==> src/rtl/ahb_to_apb_bridge_mslv.sv <==
// rtl/ahb_to_apb_bridge_mslv.sv - AHB-Lite slave to multi-slave APB3 master bridge
// Optional PREADY-low timeout in ACCESS is compiled in with AHB_APB_TIMEOUT_EN.
module ahb_to_apb_bridge_mslv #(
  parameter int ADDR_WIDTH      = 32,
  parameter int DATA_WIDTH      = 32,
  parameter int NUM_SLAVES      = 4,
  parameter int SLAVE_ADDR_BITS = 12,
  parameter int TIMEOUT_CYCLES  = 16
) (
  input  logic                             HCLK,
  input  logic                             HRESETn,
  input  logic                             HSEL,
  input  logic                             HWRITE,
  input  logic                             HREADY_IN,
  input  logic [1:0]                       HTRANS,
  input  logic [ADDR_WIDTH-1:0]            HADDR,
  input  logic [DATA_WIDTH-1:0]            HWDATA,
  output logic [DATA_WIDTH-1:0]            HRDATA,
  output logic                             HRESP,
  output logic                             HREADY_OUT,
  output logic [NUM_SLAVES-1:0]            PSEL,
  output logic                             PENABLE,
  output logic                             PWRITE,
  output logic [ADDR_WIDTH-1:0]            PADDR,
  output logic [DATA_WIDTH-1:0]            PWDATA,
  input  logic [NUM_SLAVES*DATA_WIDTH-1:0] PRDATA,
  input  logic [NUM_SLAVES-1:0]            PREADY,
  input  logic [NUM_SLAVES-1:0]            PSLVERR
);

  localparam int IDX_W = (NUM_SLAVES > 1) ? $clog2(NUM_SLAVES) : 1;
  localparam logic [IDX_W:0] NUM_SLAVES_W = (IDX_W + 1)'(NUM_SLAVES);

  typedef enum logic [2:0] {
    ST_IDLE,
    ST_LATCH,
    ST_SETUP,
    ST_ACCESS,
    ST_DONE,
    ST_ERR1,
    ST_ERR2
  } state_t;

  state_t                  state_q, state_d;
  logic [IDX_W-1:0]        idx_q, idx_d;
  logic [ADDR_WIDTH-1:0]   paddr_q, paddr_d;
  logic                    pwrite_q, pwrite_d;
  logic [DATA_WIDTH-1:0]   pwdata_q, pwdata_d;
  logic [DATA_WIDTH-1:0]   hrdata_q, hrdata_d;
  logic                    hresp_q, hresp_d;
  logic                    hready_q, hready_d;
  logic [NUM_SLAVES-1:0]   psel_q, psel_d;
  logic                    penable_q, penable_d;

  logic [IDX_W-1:0]        haddr_idx;
  logic                    accept;
  logic                    idx_in_range;
  logic                    sel_pready;
  logic                    sel_pslverr;
  logic [DATA_WIDTH-1:0]   sel_prdata;
  logic [NUM_SLAVES-1:0]   idx_onehot;
  logic                    tmo_hit;
  logic                    unused_htrans0;

  assign unused_htrans0 = HTRANS[0];

  // A single-slave build has no index bits in the address at all.
  generate
    if (NUM_SLAVES > 1) begin : g_idx
      assign haddr_idx = HADDR[SLAVE_ADDR_BITS +: IDX_W];
    end else begin : g_no_idx
      assign haddr_idx = '0;
    end
  endgenerate

  assign accept = HSEL & HTRANS[1] & HREADY_IN &
                  ((state_q == ST_IDLE) || (state_q == ST_DONE));
  assign idx_in_range = ({1'b0, idx_q} < NUM_SLAVES_W);

  always_comb begin
    sel_pready  = 1'b0;
    sel_pslverr = 1'b0;
    sel_prdata  = '0;
    idx_onehot  = '0;
    for (int i = 0; i < NUM_SLAVES; i++) begin
      if (idx_q == IDX_W'(i)) begin
        sel_pready    = PREADY[i];
        sel_pslverr   = PSLVERR[i];
        sel_prdata    = PRDATA[i*DATA_WIDTH +: DATA_WIDTH];
        idx_onehot[i] = 1'b1;
      end
    end
  end

`ifdef AHB_APB_TIMEOUT_EN
  localparam int CNT_W = $clog2(TIMEOUT_CYCLES + 1);

  logic [CNT_W-1:0] tmo_cnt_q, tmo_cnt_d;

  always_comb begin
    tmo_cnt_d = '0;
    if ((state_q == ST_ACCESS) && !sel_pready) begin
      tmo_cnt_d = tmo_cnt_q + CNT_W'(1);
    end
  end

  // Fires on the edge that closes the TIMEOUT_CYCLES-th stalled ACCESS cycle.
  assign tmo_hit = (state_q == ST_ACCESS) && !sel_pready &&
                   (tmo_cnt_d == CNT_W'(TIMEOUT_CYCLES));

  always_ff @(posedge HCLK or posedge HRESETn) begin
    if (HRESETn) begin
      tmo_cnt_q <= '0;
    end else begin
      tmo_cnt_q <= tmo_cnt_d;
    end
  end
`else
  logic [31:0] unused_tmo_cfg;

  assign unused_tmo_cfg = 32'(TIMEOUT_CYCLES);
  assign tmo_hit        = 1'b0;
`endif

  always_comb begin
    state_d  = state_q;
    idx_d    = idx_q;
    paddr_d  = paddr_q;
    pwrite_d = pwrite_q;
    pwdata_d = pwdata_q;
    hrdata_d = hrdata_q;
    unique case (state_q)
      ST_IDLE, ST_DONE: begin
        if (accept) begin
          state_d  = ST_LATCH;
          paddr_d  = HADDR;
          pwrite_d = HWRITE;
          idx_d    = haddr_idx;
        end else begin
          state_d = ST_IDLE;
        end
      end
      ST_LATCH: begin
        if (pwrite_q) begin
          pwdata_d = HWDATA;
        end
        state_d = idx_in_range ? ST_SETUP : ST_ERR1;
      end
      ST_SETUP: begin
        state_d = ST_ACCESS;
      end
      ST_ACCESS: begin
        if (tmo_hit) begin
          state_d = ST_ERR1;
        end else if (sel_pready) begin
          if (sel_pslverr) begin
            state_d = ST_ERR1;
          end else begin
            if (!pwrite_q) begin
              hrdata_d = sel_prdata;
            end
            state_d = ST_DONE;
          end
        end
      end
      ST_ERR1: begin
        state_d = ST_ERR2;
      end
      // Any transfer offered here is cancelled by the master, so it is dropped.
      ST_ERR2: begin
        state_d = ST_IDLE;
      end
      default: begin
        state_d = ST_IDLE;
      end
    endcase
  end

  // Outputs are decoded from the next state so every one of them is a flop.
  always_comb begin
    hready_d  = (state_d == ST_IDLE) || (state_d == ST_DONE) || (state_d == ST_ERR2);
    hresp_d   = (state_d == ST_ERR1) || (state_d == ST_ERR2);
    penable_d = (state_d == ST_ACCESS);
    psel_d    = '0;
    if ((state_d == ST_SETUP) || (state_d == ST_ACCESS)) begin
      psel_d = idx_onehot;
    end
  end

  always_ff @(posedge HCLK or posedge HRESETn) begin
    if (HRESETn) begin
      state_q   <= ST_IDLE;
      idx_q     <= '0;
      paddr_q   <= '0;
      pwrite_q  <= 1'b0;
      pwdata_q  <= '0;
      hrdata_q  <= '0;
      hresp_q   <= 1'b0;
      hready_q  <= 1'b1;
      psel_q    <= '0;
      penable_q <= 1'b0;
    end else begin
      state_q   <= state_d;
      idx_q     <= idx_d;
      paddr_q   <= paddr_d;
      pwrite_q  <= pwrite_d;
      pwdata_q  <= pwdata_d;
      hrdata_q  <= hrdata_d;
      hresp_q   <= hresp_d;
      hready_q  <= hready_d;
      psel_q    <= psel_d;
      penable_q <= penable_d;
    end
  end

  assign HRDATA     = hrdata_q;
  assign HRESP      = hresp_q;
  assign HREADY_OUT = hready_q;
  assign PSEL       = psel_q;
  assign PENABLE    = penable_q;
  assign PWRITE     = pwrite_q;
  assign PADDR      = paddr_q;
  assign PWDATA     = pwdata_q;

endmodule

==> config.mk <==
export PLATFORM = sky130hd
export DESIGN_NAME = ahb_to_apb_bridge_mslv
export DESIGN_NICKNAME = d
export VERILOG_FILES = /design/src/rtl/ahb_to_apb_bridge_mslv.sv
export SDC_FILE = /design/constraint.sdc
export NUM_CORES = 1
export LEC_CHECK = 0
export BUFFER_PORTS_ARGS = -buffer_cell sky130_fd_sc_hd__buf_2
export CAP_MARGIN = 20
export CORE_ASPECT_RATIO = 0.6
export CORE_MARGIN = 2
export CORE_UTILIZATION = 35
export CTS_CLUSTER_SIZE = 14
export DETAILED_ROUTE_END_ITERATION = 10
export PLACE_DENSITY = 0.75
export SKIP_LAST_GASP = 1
export SLEW_MARGIN = 40
export SYNTH_ARGS = -nofsm -noshare
export SYNTH_HDL_FRONTEND = slang
export SYNTH_SLANG_ARGS = --single-unit
export TNS_END_PERCENT = 1
==> constraint.sdc <==
create_clock -name HCLK -period 3.16 [get_ports HCLK]
set_input_delay 0.316 -clock HCLK [delete_from_list [all_inputs] [get_ports HCLK]]
set_output_delay 0.316 -clock HCLK [all_outputs]
set_load 0.03 [all_outputs]
==> flow_metrics.py, run 1 <==
metrics = {
    "status": {
        "status": "completed",
    },
    "setup_path": {
        "r2r_start": "idx_q[0]$_DFFE_PP0P_",
        "startpoint_type": "register",
        "worstSetupPathType": "register to register",
        "ff2ff_setup_slack_ps": 810,
        "arrival_ps": 2570,
        "path_cells": "mux4_2, nor4b_4, buf_4, mux2_2",
        "max_stage_delay_ps": 580,
        "path_buf_inv": 1,
        "crit_family": "multiplexers",
        "critPathCaptureType": "register",
        "reg2reg_to": "HRDATA[0]$_DFFE_PP0P_",
        "crit_fanout": 32,
        "reg2reg_depth": 4,
        "cp_slowest_cell": "mux4_2",
        "cp.required_ps": 3390,
    },
    "pwr": {
        "power.leakage_nw": 3.50,
        "p_sw_share_pct": 43.1,
        "switchingPower_mw": 3.24,
        "comb_power_share_pct": 53.2,
        "ir_drop_uv": 503,
        "power_density_nw_per_um2": 1080,
        "p_int_mw": 4.28,
        "clock_power_share_pct": 14.1,
        "power_frac_seq_pct": 32.6,
    },
    "min_path": {
        "hp-class": "primary input to asynchronous set/reset pin",
    },
    "route": {
        "ant_nets": 0,
        "drc": 0,
        "via_count": 3736,
        "drt-initial-drc-count": 113,
        "avgRoutedWirePerCell_um": 17.1,
        "dr.pass1.iters": 4,
        "avgViaCountPerCell": 4.72,
        "drt-total-wl_mm": 13.5,
    },
    "clocking": {
        "clk_path_buf_depth": 2,
        "ctsResizeCount": 0,
        "cts_setup_buffers": 0,
        "ctsHoldBuffers": 0,
        "root_buffer": "clkbuf_16",
        "clock-sinks": 107,
        "cts-htree-levels": 3,
        "clock_latency_ps": 340,
        "clk_pin_slew_ps": 70,
        "cts_tree": "yes",
        "cts_buffers": 9,
    },
    "synth": {
        "ys.warnings.count": 0,
        "synth.top_cell.area_share_pct": 53.6,
        "yosysMostFrequentCell": "dfrtp_1",
        "syn-cell-area_um2": 4950,
        "yosysSeqAreaShare_pct": 54.1,
        "async_reset_ff_share_pct": 100,
        "synth-main-ff-cell": "dfrtp_1",
        "synth_edf_count": 0,
        "syn_area_per_cell_um2": 17.2,
        "netlist_instances": 288,
        "synth_area_leaders": "dfrtp_1, mux2_2, mux4_2",
        "yosysTopAreaCell": "dfrtp_1",
        "synth.net_count": 495,
        "ys_top_cells_by_count": "dfrtp_1, mux2_2, mux4_2",
        "yosysUniqueCellTypes": 28,
        "synth-seq-cells": 107,
    },
    "die": {
        "ios": 311,
        "rows": 33,
        "die_h_um": 96.1,
        "die_area_um2": 15100,
        "core_um2": 13700,
        "start_util_pct": 36.0,
        "die_w_um": 158,
    },
    "place": {
        "post-dp-hpwl_mm": 10.7,
        "portBuffers": 309,
        "finalWeightedCongestion": 0.809,
        "placed_cells": 775,
        "preCtsSetupSlack_ps": 798,
        "placed_cell_area_um2": 6690,
    },
    "timing": {
        "setup_violations": 0,
        "layout_setup_ws_ps": 813,
        "fmax_ghz": 0.426,
        "period_share_pct": 74.3,
        "rsz0062_at_grt": "false",
        "tns_ps": 0,
        "clock-skew-final_ps": 6.38,
        "maxSlewViolCount": 0,
        "worst-slew-pin-transition_ps": 658,
        "hold_viol": 0,
        "period_minus_slack_ps": 2350,
        "max-slew-margin-rel_pct": 56.1,
    },
    "finish": {
        "num-fill-cells": 1217,
        "multiInputGateArea_um2": 2150,
        "areaGrowthSynthToFinish_pct": 40.8,
        "nNetsFinal": 801,
        "diodes": 0,
        "drive_gt1_share_pct": 77.8,
        "final_cells": 791,
        "final_design_area_no_fill_um2": 6970,
        "regArea_um2": 2680,
    },
    "global_routing": {
        "antenna_found_initial": 1,
        "grt_max_degree": 64,
        "gr-total-overflow": 0,
        "track_usage_pct": 18.1,
        "grt_pass1_wl_mm": 20.7,
        "grt_pass1_vias": 3991,
    },
    "flow_run": {
        "cap_violations": 0,
    },
}
==> routing by layer <==
metal / track usage, % / vias to the layer above / share of wire (%)
met2: 31.7 / 167 / 50
li1: - / 1699 / -
met4: 5.61 / 2 / 1.4
met1: 21.3 / 1848 / 41
met5: 0 / - / 0.096
met3: 5.99 / 20 / 7.9
==> per-stage QoR <==
step / utilization [%] / hold WS, ps / power [mW]
global placement: 48.6 / 412 / 6.42
global route: 50.7 / 79.7 / 7.95
floorplan: - / 467 / 5.37
CTS: 50.7 / 48.1 / 7.62
detailed placement: 48.6 / 427 / 6.53
finish: 50.7 / 35.5 / 7.51
==> layout by cell type (no fill, tap or decap), types with 3 or more instances in the layout <==
cell type / n
dfrtp_1: 104
nand2b_1: 3
buf_4: 5
nor2_1: 3
buf_2: 309
clkbuf_16: 9
mux2_4: 30
mux4_2: 33
mux2_2: 68
==> power by group through the flow <==
stage | clock network [mW] | registers, mW | logic [mW]
4_1_cts | 1.11 | 2.46 | 4.05
2_1_floorplan | 0 | 3.71 | 1.66
6_report | 1.06 | 2.45 | 4.00
3_3_place_gp | 0 | 2.45 | 3.98
5_1_grt | 1.16 | 2.54 | 4.25
3_5_place_dp | 0 | 2.47 | 4.05
==> state kept, by name, summed over array words and instances (netlist names) <==
signal and flops:
HREADY_OUT 1, PSEL 4, idx_q 1, PWDATA 32, PENABLE 1, PWRITE 1, HRESP 1, state_q 3
HRDATA 32, PADDR 31
==> cell families after synthesis <==
group                  share of synthesized area, %
AO/OA/AOI/OAI                                  1.34
flip-flops                                     54.1
multiplexers                                   39.8
AND/OR/NAND/NOR                                2.38
buffers and inverters                          2.35
==> layout make-up <==
class                      count  area share (%)
sequential                   107            38.5
multi-input combinational    159            30.9
timing repair buffer         315            23.0
tap                          192            3.45
clock buffer                  10            3.29
clock inverter                 6           0.718
inverter                       2           0.144
==> worst max-delay path by stage <==
stage / start / to / cells past startpoint
floorplan: HRESETn / HRDATA[0]$_DFFE_PP0P_ / 1
global placement: idx_q[0]$_DFFE_PP0P_ / HRDATA[0]$_DFFE_PP0P_ / 4
detailed placement: idx_q[0]$_DFFE_PP0P_ / HRDATA[0]$_DFFE_PP0P_ / 4
CTS: idx_q[0]$_DFFE_PP0P_ / HRDATA[0]$_DFFE_PP0P_ / 4
global route: PADDR[13]$_DFFE_PP0P_ / HRDATA[0]$_DFFE_PP0P_ / 5
finish: idx_q[0]$_DFFE_PP0P_ / HRDATA[0]$_DFFE_PP0P_ / 4
Power figures use the tool's default switching activity.
==> run 2: changes to the inputs <==
Settings changed: ABC_AREA from default to 1.
Clock period 3.16 ns to 1.9 ns, I/O delays scaled along.
==> run 2 against run 1 <==
The flow now finishes with violations (negative hold slack). Clock skew up 2.4 ps. Critical path depth up 3. Die area up 1.2%. Final area up 1.1%. Via count up 26%. Sequential power up 62%. Clock power up 62%. Largest power group unchanged.
==> flow_metrics.py, run 2 <==
metrics = {
    "setup_path": {
        "worstSetupPathType": "register to register",
        "max_stage_delay_ps": 370,
        "path_cells": "inv_1, nor2_1, nand2_1, nand4_4, buf_12, nand2_1, o21ai_2",
        "arrival_ps": 1950,
        "startpoint_type": "register",
        "cp.required_ps": 2160,
        "cpMostUsedCell": "nand2_1",
        "cp_slowest_cell": "dfrtp_1",
        "crit_family": "simple AND/OR/NAND/NOR gates",
        "crit_fanout": 64,
        "critPathCaptureType": "register",
        "path_buf_inv": 2,
    },
    "synth": {
        "synth-seq-cells": 107,
        "synth.net_count": 755,
        "async_reset_ff_share_pct": 100,
        "synth_edf_count": 0,
        "yosysUniqueCellTypes": 23,
        "synth.top_cell.area_share_pct": 52.9,
        "syn_area_per_cell_um2": 9.15,
        "synth-main-ff-cell": "dfrtp_1",
        "yosysSeqAreaShare_pct": 53.4,
        "ys_top_cells_by_count": "nand2_1, dfrtp_1, inv_1",
        "ys.warnings.count": 0,
        "yosysMostFrequentCell": "nand2_1",
        "netlist_instances": 548,
        "syn-cell-area_um2": 5010,
        "yosysTopAreaCell": "dfrtp_1",
        "synth_area_leaders": "dfrtp_1, nand2_1, mux2_2",
    },
    "route": {
        "dr.pass1.iters": 4,
        "drt-met1-wl_mm": 6.48,
        "met3_length_mm": 1.56,
        "ant_nets": 0,
        "drt-total-wl_mm": 14.6,
        "top_layer_used": "met4",
        "via_count": 4698,
        "drc": 0,
        "route.met2.wl_mm": 6.34,
        "avgViaCountPerCell": 4.48,
        "drt-initial-drc-count": 254,
        "avgRoutedWirePerCell_um": 13.9,
    },
    "clocking": {
        "ctsHoldBuffers": 0,
        "clk_pin_slew_ps": 70,
        "cts_setup_buffers": 0,
        "clock_latency_ps": 340,
        "clk_path_buf_depth": 2,
        "ctsResizeCount": 0,
        "cts-htree-levels": 3,
        "cts_tree": "yes",
        "root_buffer": "clkbuf_16",
        "cts_buffers": 9,
        "clock-sinks": 107,
    },
    "die": {
        "start_util_pct": 36.2,
        "ios": 311,
        "core_um2": 13800,
        "die_area_um2": 15300,
        "die_w_um": 158,
        "rows": 33,
        "die_h_um": 96.7,
    },
    "finish": {
        "regArea_um2": 2680,
        "layout_common_cells": "buf_2, nand2_1, dfrtp_1, inv_1, nand3_1",
        "layout_commonest_cell": "buf_2",
        "final_util_pct": 50.9,
        "drive_gt1_share_pct": 47.8,
        "final_design_area_no_fill_um2": 7050,
        "areaGrowthSynthToFinish_pct": 40.6,
        "nNetsFinal": 1057,
        "num-fill-cells": 1317,
        "multiInputGateArea_um2": 1990,
    },
    "place": {
        "portBuffers": 309,
        "post-dp-hpwl_mm": 11.3,
        "finalWeightedCongestion": 0.910,
        "placed_cell_area_um2": 6770,
    },
    "global_routing": {
        "grt_pass1_vias": 4780,
        "antenna_found_initial": 1,
        "grt_max_degree": 108,
        "gr-total-overflow": 0,
        "grt_pass1_wl_mm": 23.4,
        "track_usage_pct": 19.2,
    },
    "pwr": {
        "power_mw": 12.5,
        "power.leakage_nw": 3.92,
        "ir_drop_uv": 915,
        "power_density_nw_per_um2": 1770,
    },
    "timing": {
        "maxSlewViolCount": 0,
        "max-slew-margin-rel_pct": 59.1,
        "clock-skew-final_ps": 8.77,
        "period_share_pct": 89.1,
        "setup_violations": 0,
        "hold_viol": 11,
        "tns_ps": 0,
        "fmax_ghz": 0.591,
        "period_minus_slack_ps": 1690,
        "holdWs_ps": -40.6,
        "rsz0062_at_grt": "false",
        "worst-slew-pin-transition_ps": 614,
    },
    "min_path": {
        "hp-class": "primary input to asynchronous set/reset pin",
    },
    "status": {
        "status": "complete, but fails checks",
        "violations": "negative hold slack",
    },
    "flow_run": {
        "cap_violations": 0,
    },
}
## run 2: cell count changes in the layout (fill, tap and decap cells not counted), sizes merged, moves of 3 or more
cell and delta:
mux4 -33, nand3 +39, nand2 +176, a21oi +33
buf +4, mux2 -68, o21ai +63, nand4 +4
inv +42, nand2b -3, nor2 +9
## run 2: cell type report
class	instances	area share (%)
clock buffer	11	3.30
sequential	107	38.0
inverter	47	2.56
antenna	1	0.0355
clock inverter	5	0.533
timing repair buffer	319	23.9
multi-input combinational	366	28.2
tap	192	3.41
## run 2: path summary, 6_finish.rpt
kind                                       startpoint                endpoint  slack, ps  depth (start not counted)
worst max register to register   state_q[0]$_DFF_PP0_   PWDATA[4]$_DFFE_PP0P_        210                          7
max in group asynchronous                     HRESETn  HRDATA[19]$_DFFE_PP0P_       1420                          3
min in group HCLK                            HADDR[7]    PADDR[7]$_DFFE_PP0P_         80                          2
worst min register to register  PWDATA[2]$_DFFE_PP0P_   PWDATA[2]$_DFFE_PP0P_        480                          2
worst max-delay path             state_q[0]$_DFF_PP0_   PWDATA[4]$_DFFE_PP0P_        210                          7
worst min-delay path                          HRESETn  PWDATA[21]$_DFFE_PP0P_        -40                          3
## run 2: through the flow
| stage | instances | setup WS [ps] |
|---|---|---|
| after floorplan | 548 | 150 |
| after global placement | 1031 | 271 |
| after detailed placement | 1031 | 229 |
| after CTS | 1047 | 223 |
| after global routing | 1047 | 62.7 |
| final | 1048 | 208 |
## run 2: cell families (layout without fill, tap and decap cells)
logic type | count (synthesis) | after routing | synth area share, %
simple gates | 236 | 236 | 20.6
mux | 30 | 30 | 6.74
compound gates | 100 | 100 | 12.4
other cells | 0 | 1 | 0
buf+inv | 75 | 382 | 6.84
flops | 107 | 107 | 53.4
## run 2: metal layers
layer | vias up | global-route usage (%)
li1 | 2373 | -
met1 | 2110 | 25.3
met2 | 195 | 29.2
met3 | 20 | 8.11
met4 | 0 | 5.13
met5 | - | 0
## run 2: power breakdown
part,switching (mW),internal [mW],total (mW)
Combinational,4.62,2.16,6.77
Sequential,0.589,3.38,3.97
Clock,0.822,0.896,1.72
## run 2: worst reg2reg max path: stages (launching register included)
cell and delay (ps):
dfrtp_1 370, inv_1 110, nor2_1 260, nand2_1 220, nand4_4 160, buf_12 310
nand2_1 140, o21ai_2 70
